### src/rtl/mul_pkg.sv
// mul_pkg: operation encoding, FSM states and iteration counts for the shift-add multiplier.
package mul_pkg;
    typedef enum logic [1:0] {MUL, MULH, MULHSU, MULHU} mul_op;
    typedef enum logic [1:0] {S_IDLE, S_CAL, S_FINAL} mul_state_e;
    localparam int MUL_ITER_D = 64;
    localparam int MUL_ITER_W = 32;
    function automatic logic [63:0] abs64(input logic [63:0] x);
        return x[63] ? -x : x;
    endfunction
endpackage

### src/rtl/mul.sv
// mul: iterative radix-2 shift-add multiplier for RV64M (MUL/MULH/MULHSU/MULHU/MULW).
module mul
    import mul_pkg::*;
#(
    parameter int XLEN      = 64,
    parameter bit ZERO_SKIP = 1'b1
) (
    input  logic            clock,
    input  logic            reset,
    input  logic [XLEN-1:0] in1,
    input  logic [XLEN-1:0] in2,
    input  logic            mul_word,
    input  logic            en,
    input  mul_op           op,
    output logic [XLEN-1:0] out,
    output logic            out_valid,
    input  logic            out_ready
);
    mul_state_e        state_q, state_d;
    logic [XLEN-1:0]   a_q, a_d;
    logic [2*XLEN-1:0] prod_q, prod_d;
    logic [5:0]        cnt_q, cnt_d;
    logic              neg_q, neg_d, word_q, word_d, high_q, high_d;
    logic [XLEN-1:0]   cap_a, cap_b;
    logic              cap_neg, last;
    logic [XLEN:0]     sum;
    logic [2*XLEN-1:0] p;

    always_comb begin
        cap_a   = mul_word ? {32'b0, in1[31:0]} : (op == MULHU) ? in1 : abs64(in1);
        cap_b   = mul_word ? {32'b0, in2[31:0]} : (op == MULHU || op == MULHSU) ? in2 : abs64(in2);
        cap_neg = !mul_word && ((op == MULHSU) ? in1[63] : (op != MULHU) && (in1[63] ^ in2[63]));
        sum     = {1'b0, prod_q[2*XLEN-1:XLEN]} + (prod_q[0] ? {1'b0, a_q} : '0);
        last    = cnt_q == (word_q ? 6'(MUL_ITER_W - 1) : 6'(MUL_ITER_D - 1));
    end

    always_comb begin
        state_d = state_q;
        a_d     = a_q;
        prod_d  = prod_q;
        cnt_d   = cnt_q;
        neg_d   = neg_q;
        word_d  = word_q;
        high_d  = high_q;
        if (!en) begin
            state_d = S_IDLE;
            a_d     = '0;
            prod_d  = '0;
            cnt_d   = '0;
            neg_d   = 1'b0;
            word_d  = 1'b0;
            high_d  = 1'b0;
        end else begin
            case (state_q)
                S_IDLE: begin
                    a_d    = cap_a;
                    prod_d = {{XLEN{1'b0}}, cap_b};
                    cnt_d  = '0;
                    neg_d  = cap_neg;
                    word_d = mul_word;
                    high_d = !mul_word && (op != MUL);
                    if (ZERO_SKIP && (cap_a == '0 || cap_b == '0)) begin
                        prod_d  = '0;
                        state_d = S_FINAL;
                    end else begin
                        state_d = S_CAL;
                    end
                end
                S_CAL: begin
                    prod_d  = {sum, prod_q[XLEN-1:1]};
                    cnt_d   = cnt_q + 6'd1;
                    state_d = last ? S_FINAL : S_CAL;
                end
                S_FINAL: state_d = out_ready ? S_IDLE : S_FINAL;
                default: state_d = S_IDLE;
            endcase
        end
    end

    always_ff @(posedge clock or negedge reset) begin
        if (!reset) begin
            state_q <= S_IDLE;
            a_q     <= '0;
            prod_q  <= '0;
            cnt_q   <= '0;
            neg_q   <= 1'b0;
            word_q  <= 1'b0;
            high_q  <= 1'b0;
        end else begin
            state_q <= state_d;
            a_q     <= a_d;
            prod_q  <= prod_d;
            cnt_q   <= cnt_d;
            neg_q   <= neg_d;
            word_q  <= word_d;
            high_q  <= high_d;
        end
    end

    // After 32 iterations the 64-bit word product sits in prod[95:32]; its low half is prod[63:32].
    always_comb begin
        p         = neg_q ? -prod_q : prod_q;
        out       = word_q ? {{32{prod_q[63]}}, prod_q[63:32]}
                  : high_q ? p[2*XLEN-1:XLEN] : p[XLEN-1:0];
        out_valid = state_q == S_FINAL;
    end
endmodule

### config.mk
export PLATFORM = sky130hd
export DESIGN_NAME = mul
export DESIGN_NICKNAME = d
export VERILOG_FILES = /design/src/rtl/mul_pkg.sv /design/src/rtl/mul.sv
export SDC_FILE = /design/constraint.sdc
export NUM_CORES = 1
export LEC_CHECK = 0
export ABC_CLOCK_PERIOD_IN_PS = 4600
export BUFFER_PORTS_ARGS = -buffer_cell sky130_fd_sc_hd__buf_2
export CAP_MARGIN = 20
export CORE_MARGIN = 5
export CORE_UTILIZATION = 40
export CTS_BUF_LIST = sky130_fd_sc_hd__clkbuf_8
export DETAILED_ROUTE_END_ITERATION = 6
export GPL_TIMING_DRIVEN = 0
export SLEW_MARGIN = 20
export SYNTH_ARGS = -nofsm -noshare
export SYNTH_HDL_FRONTEND = slang
export SYNTH_SLANG_ARGS = --single-unit
### constraint.sdc
create_clock -name clock -period 4.6 [get_ports clock]
set_input_delay 0.23 -clock clock [delete_from_list [all_inputs] [get_ports clock]]
set_output_delay 0.23 -clock clock [all_outputs]
set_load 0.01 [all_outputs]
==> results.cfg <==
[setup_path]
crit_path_max_fanout = 7
path_delay_family = simple AND/OR/NAND/NOR gates
worstSetupPathType = flip-flop to output pin
arrival_ns = 4.58
rr_startpoint = prod_q[0]
reg2reg_depth = 14
cp_common_cell = or3_4
cp.required_ns = 4.37
crit_chain = or4_4 > or3_4 > nor3_4 > nand3_4 > or3_4 > or3_4 > o31ai_4 > nand2_2 > xnor2_2 > a221oi_2 > buf_2
r2r_slack_ns = 0.24
critPathSlowestCell = or4_4
critPathMaxStageDelay_ns = 0.50
crit_path_end_kind = output pin
path_buf_inv = 1
cp-start-kind = flip-flop
r2r-end = prod_q[118]

[sta]
setup_ws_ns = -0.205
fin_worst_skew_ns = 0.0240
fmax_ghz = 0.208
final.min_clock_period_ns = 4.81
rsz0062_at_grt = yes
hold_ws_ns = 0.0350
slew_violations = 0
slew_headroom = 0.199
final-setup-viol-count = 12
hold_violations = 0
finalCritPeriodShare = 1.04
worst_pin_slew_ns = 1.20

[layout]
final_nets = 3182
layout_commonest_cell = nand2_1
area_growth_pct = 20.2
mostFrequentLayoutCells = nand2_1, o21ai_0, dfrtp_1, buf_2, nor2_1
stdcell_area_sq_um = 24600
layout-drive-gt1-share = 0.174
stdcell_count = 3677

[clock_network]
cts_tree = built
cts_buffers = 39
ctsRootBufferMaster = clkbuf_8
path_clk_slew_ns = 0.06
clock_latency_ns = 0.58
cts.sinks = 203
htreeDepth = 2
cts_buffer_depth = 3

[min_path]
min-delay-start = in1[27]
holdPathStages = 3
holdPathEnd = a_q[27]
hold_path_class = primary input to flip-flop

[placed_design]
dp_hpwl_um = 75700
place_area_sq_um = 22300
io_buffer_count = 180
pre_cts_slack_ns = -1.21
placedCellCount = 3542
gp_congestion = 1.01

[synthesis]
synth_nets = 2893
ys_types = 85
async_reset_ff_frac = 1.00
syn_area_sq_um = 20500
syn_avg_cell_area_sq_um = 7.61
syn_inst = 2688
ys_seq_area_frac = 0.248
ys_seq_elements = 203
synth_edf_count = 0
yosys_warnings = 0
synth_ff_type = dfrtp_1

[routing]
drc = 1
ant_nets = 0
drt_first_pass_iters = 7
wl_per_cell_um = 25.9
routed_wl_um = 95300
num_vias = 23200
drt_iter0_markers = 2450
avgViaCountPerCell = 6.32

[run]
maxCapViolations = 0

[power_and_ir_drop]
p_total_w = 0.00593
p_leak_nw = 10.1
p_seq_frac = 0.343
switching_share = 0.394
intPower_w = 0.00359
peakVddDrop_v = 0.000277
clockPowerShare = 0.321
switching_power_w = 0.00233
power.density_nw_per_um2 = 241
p_comb_frac = 0.336

[floorplan]
dieWidth_um = 236
coreArea_sq_um = 50400
fp.dieArea_sq_um = 55800
die_h_um = 236
rows = 82
ios = 200
start_util = 0.406

[grt]
antenna_found_initial = 4
grt.total_usage = 0.322
grt_pass1_vias = 21900
grt_overflow_total = 0
grt_pass1_wl_um = 140000
grt_max_degree = 90

[status]
violations = design-rule violations, negative setup slack
outcome = finished, violations left
[cells in the mapped netlist (12+ instances only)]
| master | instances | area, sq um |
|---|---|---|
| a22o_1 | 15 | 131 |
| nor3_1 | 73 | 365 |
| ha_1 | 69 | 863 |
| a211oi_1 | 26 | 195 |
| a21oi_1 | 148 | 741 |
| a21o_1 | 38 | 285 |
| a22oi_1 | 63 | 473 |
| nor4_1 | 56 | 350 |
| xor2_1 | 140 | 1230 |
| nor2_1 | 177 | 664 |
| o21ai_2 | 27 | 236 |
| nand4_1 | 57 | 357 |
| or3_1 | 36 | 225 |
| nand3_1 | 45 | 225 |
| and3_1 | 29 | 181 |
| or4_1 | 37 | 278 |
| or2_2 | 14 | 87.6 |
| a31oi_1 | 37 | 231 |
| nand2b_1 | 22 | 138 |
| a41oi_1 | 14 | 123 |
| o21ai_0 | 273 | 1370 |
| dfrtp_1 | 203 | 5080 |
| nand2_1 | 315 | 1180 |
| nor2b_1 | 20 | 125 |
| buf_1 | 15 | 56.3 |
| mux2i_1 | 12 | 120 |
| clkbuf_1 | 153 | 574 |
| o31ai_1 | 60 | 450 |
| o221ai_1 | 14 | 123 |
| inv_1 | 54 | 203 |
| o41ai_1 | 31 | 272 |
| xnor2_1 | 151 | 1320 |
| and2_1 | 75 | 469 |
[worst max-delay path by stage]
stage | start | end | slack [ns] | cells after the start
2_1_floorplan | prod_q[12] | out[44] | 0.56 | 11
3_3_place_gp | mul_word | prod_q[50] | -1.25 | 13
3_5_place_dp | mul_word | prod_q[50] | -1.21 | 13
4_1_cts | prod_q[24] | out[21] | -0.03 | 10
5_1_grt | prod_q[13] | out[60] | -0.26 | 13
6_report | prod_q[10] | out[44] | -0.21 | 11
[worst register-to-register path, cell delays in order, from the launching register on]
cell and delay, ns:
dfrtp_1 0.49, clkbuf_1 0.22, and2_1 0.20, ha_1 0.40
a21oi_1 0.09, o21ai_0 0.31, a31oi_1 0.22, a31oi_2 0.32
a221o_1 0.28, a41o_1 0.31, a21oi_2 0.15, o31a_1 0.41
o41ai_2 0.53, xnor2_1 0.18, o21ai_0 0.09
[logic make-up after synthesis]
family	after synthesis	synth area share
XOR/XNOR	291	0.125
AO/OA/AOI/OAI	869	0.278
flip-flops	203	0.248
AND/OR/NAND/NOR	1008	0.252
buffers and inverters	230	0.0455
adder cells (fa/ha/maj)	70	0.0432
multiplexers	17	0.00862
[layer usage]
metal  wire length [um]  global-route usage  vias up
met2              39900               0.469     1086
met4               2530              0.0759        2
li1                   -                   -    10600
met1              43700               0.485    11400
met3               9100              0.0717      137
met5                 12                   0        -
[flip-flops by register name (all words and copies together) (netlist names)]
| register | cells |
|---|---|
| high_q | 1 |
| prod_q | 128 |
| cnt_q | 6 |
| a_q | 64 |
| word_q | 1 |
| neg_q | 1 |
| state_q | 2 |
[cell type report]
cell class / count / area [sq um]
multi-input cells: 2255 / 15400
plain buffers: 170 / 717
diodes: 1 / 2.50
flip-flops and latches: 203 / 5090
clock buffers: 47 / 647
well taps: 672 / 841
clock inverters: 21 / 149
repair buffers: 254 / 1530
fillers: 5204 / 25800
inverters: 54 / 203
[through the flow]
step            util  TNS, ns
2_1_floorplan      -        0
3_3_place_gp   0.441  -144.35
3_5_place_dp   0.442  -102.60
4_1_cts        0.473  -0.0467
5_1_grt        0.488    -2.40
6_report       0.488    -1.06
[what timing repair did]
action	CTS	global route
hold buffers	6	0
pin swaps	34	58
gates resized for setup	103	103
buffers inserted	30	36
hold endpoints to repair	85	0
setup endpoints to repair	151	117
[power groups by stage]
stage	clock network [W]	registers (W)	logic [W]
after detailed placement	0	0.00206	0.00175
after CTS	0.00194	0.00203	0.00185
after global placement	0	0.00206	0.00172
final	0.00190	0.00203	0.00199
after floorplan	0	0.00200	0.000998
after global routing	0.00202	0.00204	0.00211
Power figures use the tool's default switching activity.
